**src/rtl/pe_accum_ctrl.sv**
```systemverilog
// Accumulation controller: streams signed elements into an external PE adder
// and returns the registered sum with a sticky signed-overflow flag.
module pe_accum_ctrl #(
    parameter int DATA_WIDTH = 16,
    parameter int CNT_WIDTH  = 8
) (
    input  logic                         clk,
    input  logic                         rst_n,
    input  logic                         start,
    input  logic [CNT_WIDTH-1:0]         len,
    output logic                         busy,
    input  logic                         in_valid,
    input  logic signed [DATA_WIDTH-1:0] in_data,
    output logic                         in_ready,
    output logic signed [DATA_WIDTH-1:0] pe_in1,
    output logic signed [DATA_WIDTH-1:0] pe_in2,
    output logic                         pe_set_reg,
    input  logic signed [DATA_WIDTH-1:0] pe_psum,
    output logic                         out_valid,
    output logic signed [DATA_WIDTH-1:0] out_data,
    input  logic                         out_ready,
    output logic                         ovf
);

    typedef enum logic [2:0] {
        S_IDLE,
        S_CLEAR,
        S_ACCUM,
        S_WAIT,
        S_DONE
    } state_t;

    localparam int MSB = DATA_WIDTH - 1;

    state_t state, state_nxt;

    logic [CNT_WIDTH-1:0]         cnt, cnt_nxt;
    logic [CNT_WIDTH-1:0]         len_q, len_nxt;
    logic                         ovf_nxt;
    logic signed [DATA_WIDTH-1:0] out_nxt;
    logic signed [DATA_WIDTH-1:0] sum;
    logic                         xfer;

    always_ff @(posedge clk) begin
        if (rst_n) begin
            state    <= S_IDLE;
            cnt      <= '0;
            len_q    <= '0;
            out_data <= '0;
            ovf      <= 1'b0;
        end else begin
            state    <= state_nxt;
            cnt      <= cnt_nxt;
            len_q    <= len_nxt;
            out_data <= out_nxt;
            ovf      <= ovf_nxt;
        end
    end

    always_comb begin
        state_nxt  = state;
        cnt_nxt    = cnt;
        len_nxt    = len_q;
        ovf_nxt    = ovf;
        out_nxt    = out_data;
        busy       = 1'b0;
        in_ready   = 1'b0;
        pe_in1     = '0;
        pe_in2     = '0;
        pe_set_reg = 1'b0;
        out_valid  = 1'b0;
        xfer       = 1'b0;
        sum        = in_data + pe_psum;

        unique case (state)
            S_IDLE: begin
                if (start) begin
                    len_nxt   = len;
                    cnt_nxt   = '0;
                    ovf_nxt   = 1'b0;
                    state_nxt = S_CLEAR;
                end
            end
            S_CLEAR: begin
                busy       = 1'b1;
                pe_set_reg = 1'b1;
                state_nxt  = (len_q != '0) ? S_ACCUM : S_WAIT;
            end
            S_ACCUM: begin
                busy     = 1'b1;
                in_ready = 1'b1;
                xfer     = in_valid;
                if (xfer) begin
                    pe_in1     = in_data;
                    pe_in2     = pe_psum;
                    pe_set_reg = 1'b1;
                    cnt_nxt    = cnt + 1'b1;
                    // Like-signed operands producing an opposite-signed sum
                    if (in_data[MSB] == pe_psum[MSB] &&
                        sum[MSB] != in_data[MSB])
                        ovf_nxt = 1'b1;
                    if (cnt_nxt == len_q)
                        state_nxt = S_WAIT;
                end
            end
            S_WAIT: begin
                busy      = 1'b1;
                out_nxt   = pe_psum;
                state_nxt = S_DONE;
            end
            S_DONE: begin
                busy      = 1'b1;
                out_valid = 1'b1;
                if (out_ready)
                    state_nxt = S_IDLE;
            end
            default: state_nxt = S_IDLE;
        endcase

        // Hold the PE and stream ports quiet while reset is asserted
        if (rst_n) begin
            busy       = 1'b0;
            in_ready   = 1'b0;
            pe_in1     = '0;
            pe_in2     = '0;
            pe_set_reg = 1'b0;
            out_valid  = 1'b0;
        end
    end

endmodule

```
**config.mk**
```make
export PLATFORM = sky130hd
export DESIGN_NAME = pe_accum_ctrl
export DESIGN_NICKNAME = d
export VERILOG_FILES = /design/src/rtl/pe_accum_ctrl.sv
export SDC_FILE = /design/constraint.sdc
export NUM_CORES = 1
export LEC_CHECK = 0
export CORE_ASPECT_RATIO = 2
export CORE_MARGIN = 3
export CORE_UTILIZATION = 46
export CTS_CLUSTER_DIAMETER = 30
export DETAILED_ROUTE_END_ITERATION = 10
export GPL_ROUTABILITY_DRIVEN = 1
export GPL_TIMING_DRIVEN = 0
export PLACE_DENSITY_LB_ADDON = 0.12
export SETUP_SLACK_MARGIN = 0.15
export SYNTH_ARGS = -nofsm -noshare
export SYNTH_HDL_FRONTEND = slang
export SYNTH_SLANG_ARGS = --single-unit
```
**constraint.sdc**
```tcl
create_clock -name clk -period 3.5 [get_ports clk]
set_clock_uncertainty 0.15 [all_clocks]
set_input_delay 0.35 -clock clk [delete_from_list [all_inputs] [get_ports clk]]
set_output_delay 0.35 -clock clk [all_outputs]
set_load 0.05 [all_outputs]
```
==> metrics, run 1 <==
outcome=finished, final reports clean; Initial Util=slightly below 50%; Design Area, Final=around 3400 µm²; hold bufs inserted after CTS=0; power density cells=between 400 and 500 nW/µm²; MaxCap Viol Count=0; ant diodes=0; Horiz. Die Dim=approximately 56 µm; max-slew violation count=0; final non-filler cell total=around 460; Reg clk slew, reported paths=around 0.070 ns; top routing layer in use=met4; fin nets=between 400 and 500; WL final=6.70 mm; GRT overflow=0; cell count after placement=450; routed length on met1=between 2 and 2.5 mm; worst hold path class=register to register; Core ar.=roughly 4700 µm²; row count=35; crit path time final=3.09 ns; CTS resizes=0; fin crit share=between 80% and 90%; Static Leak=approximately 1.3 nW; Synth area leaders=dfxtp_1 (32%), and2_1 (10%), nand2_1 (9.8%); setup TNS=0 ns; clock latency on the worst-skew pair=just under 0.3 ns; TritonCTS Buffers=5; CTS tree=yes; clock root buffer=clkbuf_8; Netlist cell types=40; synthesis-to-finish area growth=49.0%; Via-to-Cell Ratio=5.35; initial drt markers=40; first-pass GRT wire length=11.4 mm; num ports=98; initial antenna violation count=0; Max FO, Critical Path=10; Final setup viols=0; dominant synthesized flop cell=dfxtp_1; Net Count, Synth=~360; highest clock rate=between 300 and 400 MHz; layout cells sized above 1=about 7%; GPL Wtd Cong=just under 0.9; First-pass DRT Iterations=4; actual slew at the worst max-slew pin=~0.54 ns; ys async rst share=0%; WP data required=around 3.0 ns; cell accounting for the most synthesized area=dfxtp_1; DRC errors left=0; Tot GR Track Use=23.8%; CTS max path bufs=2; CP arrival=between 2 and 3 ns; Fin. Hold Viols=0; Mean Syn Cell Area=~7.6 µm²; Critical Path Source Type=register; Ys Warns=0; Critical Path Sink Type=primary output; routed wl met2=3.75 mm; Final ANT Viol Nets=0; H-tree levels=2; maximum vdd drop=~0.42 mV; postcts setup bufs=0; clk sinks=36; number of global-route vias before repair=approximately 2600; number of enable flip-flop cells after synthesis=0; RSZ-0062 raised after global routing=false; register area share after synthesis=between 30% and 40%; port buffer count=97; filler instances=~380; Die Y=between 100 and 150 µm; Final Total Pwr=~1.6 mW; die area=5850 µm²; Post-Syn Area=2260 µm²; critical path class=register to primary output; Mapped Cells=between 200 and 300; met3 WL post-DR=around 380 µm; worst rel slew slack=a little under two thirds; share of the synthesized area in the top cell type=between 30% and 40%; Synth Register Bits=36; area of placed instances=about 3300 µm²; final hold slack=roughly 0.31 ns; hpwl dp=about 5.4 mm; wire length per cell=between 10 and 15 µm; largest net degree at the start of global routing=11; DR vias=2434
-- state kept, by name, summed over array words and instances, names as in the netlist --
name,count
cnt,8
len_q,8
state,3
out_data,16
ovf,1
-- placed cells by master (no fill, tap or decap), types with 2 or more instances in the layout --
master and count:
clkdlybuf4s50_1 97, or3_1 5, o21ai_0 10, clkbuf_8 5, nand3_2 2, nand2_1 59
a21oi_1 42, nand3b_1 3, inv_1 4, o31ai_1 2, dfxtp_1 36, buf_2 12
nor3_2 2, and2_1 37, nand4_1 8, xnor2_1 7, xor2_1 4, clkbuf_1 4
nor2_2 2, nor2_1 14, ha_1 15, nor3_1 7, nand3_1 4
-- cell families (layout without fill, tap and decap cells) --
| group | Yosys count | after routing | share of synthesized area [%] |
|---|---|---|---|
| AND/OR/NAND/NOR | 150 | 150 | 34.3 |
| adder cells (fa/ha/maj) | 15 | 15 | 8.29 |
| AO/OA/AOI/OAI | 64 | 64 | 16.4 |
| flip-flops | 36 | 36 | 31.8 |
| multiplexers | 1 | 1 | 0.497 |
| XOR/XNOR | 11 | 11 | 4.26 |
| buffers and inverters | 21 | 123 | 4.48 |
-- per-layer routing --
metal  up-vias  track usage [%]
met3        13             5.56
met2        77             46.5
met5         -                0
li1       1227                -
met1      1117             23.4
met4         0             8.35
-- synth_stat cells (2+ instances only) --
| master | number |
|---|---|
| nand2_1 | 59 |
| a21oi_1 | 42 |
| and2_1 | 37 |
| dfxtp_1 | 36 |
| ha_1 | 15 |
| nor2_1 | 14 |
| buf_2 | 12 |
| o21ai_0 | 10 |
| nand4_1 | 8 |
| nor3_1 | 7 |
| xnor2_1 | 7 |
| or3_1 | 5 |
| clkbuf_1 | 4 |
| inv_1 | 4 |
| nand3_1 | 4 |
| xor2_1 | 4 |
| nand3b_1 | 3 |
| nand3_2 | 2 |
| nor2_2 | 2 |
| nor3_2 | 2 |
| o31ai_1 | 2 |
-- power breakdown --
group          switching [mW]  total [mW]  leakage (nW)  internal (mW)
clock                   0.139       0.267        0.0359          0.128
combinational           0.494       0.800         0.941          0.306
sequential             0.0422       0.504         0.292          0.461
-- path summary, 6_finish.rpt --
| kind | from | end | slack (ns) | cells past startpoint |
|---|---|---|---|---|
| setup / recovery | state[0] | pe_in2[10] | 0.41 | 7 |
| hold reg to reg | out_data[0] | out_data[0] | 0.31 | 2 |
| setup reg to reg | cnt[0] | cnt[6] | 1.61 | 6 |
| hold / removal | out_data[0] | out_data[0] | 0.31 | 2 |
-- cell type report --
| cell class | count | area (µm²) | area share [%] |
|---|---|---|---|
| well taps | 55 | 68.8 | 2.04 |
| plain buffers | 17 | 86.3 | 2.56 |
| flip-flops and latches | 36 | 721 | 21.4 |
| multi-input cells | 241 | 1440 | 42.7 |
| repair buffers | 97 | 971 | 28.8 |
| clock buffers | 5 | 68.8 | 2.04 |
| inverters | 4 | 15.0 | 0.445 |
-- metrics by stage --
step | setup slack, ns | utilization (%)
3_5_place_dp | 0.476 | 70.5
3_3_place_gp | 0.460 | 70.5
6_report | 0.414 | 72.0
5_1_grt | 0.319 | 72.0
4_1_cts | 0.412 | 72.0
2_1_floorplan | 1.12 | -
-- worst max-delay path, stage by stage, from the launching register on --
cell	delay (ns)
dfxtp_1	0.30
buf_2	0.18
nor2_2	0.21
and4b_1	0.25
buf_2	0.17
buf_2	0.22
and2_1	0.14
clkdlybuf4s50_1	0.82
Note: power is estimated with default switching activity, not from simulation.
==> run 2: changes to the inputs <==
CTS_BUF_LIST = sky130_fd_sc_hd__clkbuf_16   (was not set)
clock period = 3.95 ns   (was 3.5 ns; I/O delays follow)
==> run 2 against run 1 <==
Compared with the run above:
- setup slack better by 0.41 ns
- clock-buffer cell count unchanged
- largest cell class unchanged
- clock power up 34%
- total power down 3.4%
- final cell count unchanged
- critical path depth down 1
- highest routed layer unchanged
- cell area up 1.7%
==> metrics, run 2 (synthesis gave the netlist of run 1 again) <==
CTS tree=yes; max-slew violation count=0; outcome=finished, final reports clean; most frequent cells in the layout=clkdlybuf4s50_1 (97), nand2_1 (59), a21oi_1 (42); Top Registers=out_data: 16 flops, cnt: 8 flops, len_q: 8 flops; Tot GR Track Use=approximately 24%; initial antenna violation count=0; highest clock rate=~320 MHz; clock latency on the worst-skew pair=roughly 0.28 ns; hold bufs inserted after CTS=0; R2R cell count=5; GPL Wtd Cong=between 0.8 and 0.9; Horiz. Die Dim=between 50 and 60 µm; MaxCap Viol Count=0; Via-to-Cell Ratio=between 5 and 6; First-pass DRT Iterations=4; wire length per cell=approximately 15 µm; CP arrival=between 2 and 3 ns; Critical Path Source Type=input port; fin crit share=79.0%; setup TNS=0 ns; RR Startpoint=len_q[1]; row count=35; WL final=between 6 and 7 mm; Critical Path Sink Type=primary output; R2R setup slack=about 2.0 ns; Static Leak=between 1 and 1.5 nW; fin nets=462; DR vias=roughly 2500; maximum vdd drop=around 0.38 mV; number of global-route vias before repair=approximately 2600; Hold Path Sink=out_data[6]; Core ar.=4690 µm²; Hold Path Origin=out_data[6]; worst rel slew slack=between 60% and 70%; port buffer count=97; H-tree levels=2; RSZ-0062 raised after global routing=false; critical path class=input port to primary output; hold path depth=2; Largest register FFs=16; postcts setup bufs=0; CTS max path bufs=2; initial drt markers=52; power density cells=approximately 440 nW/µm²; most common library cell in the layout ignoring fill and taps=clkdlybuf4s50_1; Fin. Hold Viols=0; TritonCTS Buffers=5; Die Y=between 100 and 150 µm; layout cells sized above 1=about 7.0%; clock root buffer=clkbuf_16; hpwl dp=5.39 mm; reg2reg end=state[0]; CTS resizes=0; Top reg by flops=out_data; Max FO, Critical Path=10; die area=5850 µm²; WP data required=roughly 3.4 ns; GRT overflow=0; crit path time final=3.12 ns; synthesis-to-finish area growth=51.5%; ant diodes=0; actual slew at the worst max-slew pin=~0.55 ns; Reg clk slew, reported paths=about 0.05 ns; Final Total Pwr=about 1.5 mW; worst hold path class=register to register; Final ANT Viol Nets=0; clk sinks=36; Final setup viols=0; first-pass GRT wire length=about 11 mm; largest net degree at the start of global routing=11; DRC errors left=0; num ports=just under 100; final hold slack=0.305 ns; Initial Util=about 48%
==> run 2: cell counts in the layout (fill, tap and decap cells not counted) <==
No cell type changed its count.
==> run 2: layer usage <==
layer / wire length [µm] / vias up / part of all wire (%) / track usage, %
met3: 372 / 16 / 5.5 / 5.56
li1: - / 1231 / - / -
met1: 2420 / 1134 / 36 / 23.1
met4: 188 / 0 / 2.8 / 11.1
met5: 0 / - / 0 / 0
met2: 3760 / 71 / 56 / 46.0
==> run 2: per-stage QoR <==
step                      util (%)  cells  setup WS (ns)  area (µm²)
after floorplan                  -    298           1.53        2260
final                         73.2    455          0.828        3430
after global routing          73.2    455          0.742        3430
after detailed placement      70.5    450          0.836        3300
after CTS                     73.2    455          0.822        3430
after global placement        70.5    450          0.820        3300
==> run 2: where the power goes <==
part / internal (mW) / total, mW / switching (mW) / leakage, nW
clock: 0.223 / 0.359 / 0.137 / 0.0616
combinational: 0.271 / 0.711 / 0.440 / 0.941
sequential: 0.410 / 0.447 / 0.0374 / 0.292
==> run 2: critical path, cell delays in order <==
cell,delay (ns)
clkdlybuf4s50_1,0.50
and4b_1,0.32
buf_2,0.17
buf_2,0.22
and2_1,0.15
clkdlybuf4s50_1,0.82
==> run 2: how the worst max path moves through the flow <==
stage             start    endpoint  slack (ns)  cells after the start
2_1_floorplan  state[0]  pe_set_reg        1.53                      3
3_3_place_gp      rst_n  pe_in2[10]        0.82                      6
3_5_place_dp      rst_n  pe_in2[10]        0.84                      6
4_1_cts        state[0]  pe_in2[10]        0.82                      7
5_1_grt        state[0]   pe_in1[4]        0.74                      7
6_report          rst_n  pe_in2[10]        0.83                      6
==> run 2: area by class of cell <==
| type | instances | area, µm² |
|---|---|---|
| Multi-Input combinational cell | 241 | 1440 |
| Timing Repair Buffer | 97 | 971 |
| Tap cell | 55 | 68.8 |
| Fill cell | 376 | 1260 |
| Clock buffer | 5 | 125 |
| Inverter | 4 | 15.0 |
| Buffer | 17 | 86.3 |
| Sequential cell | 36 | 721 |
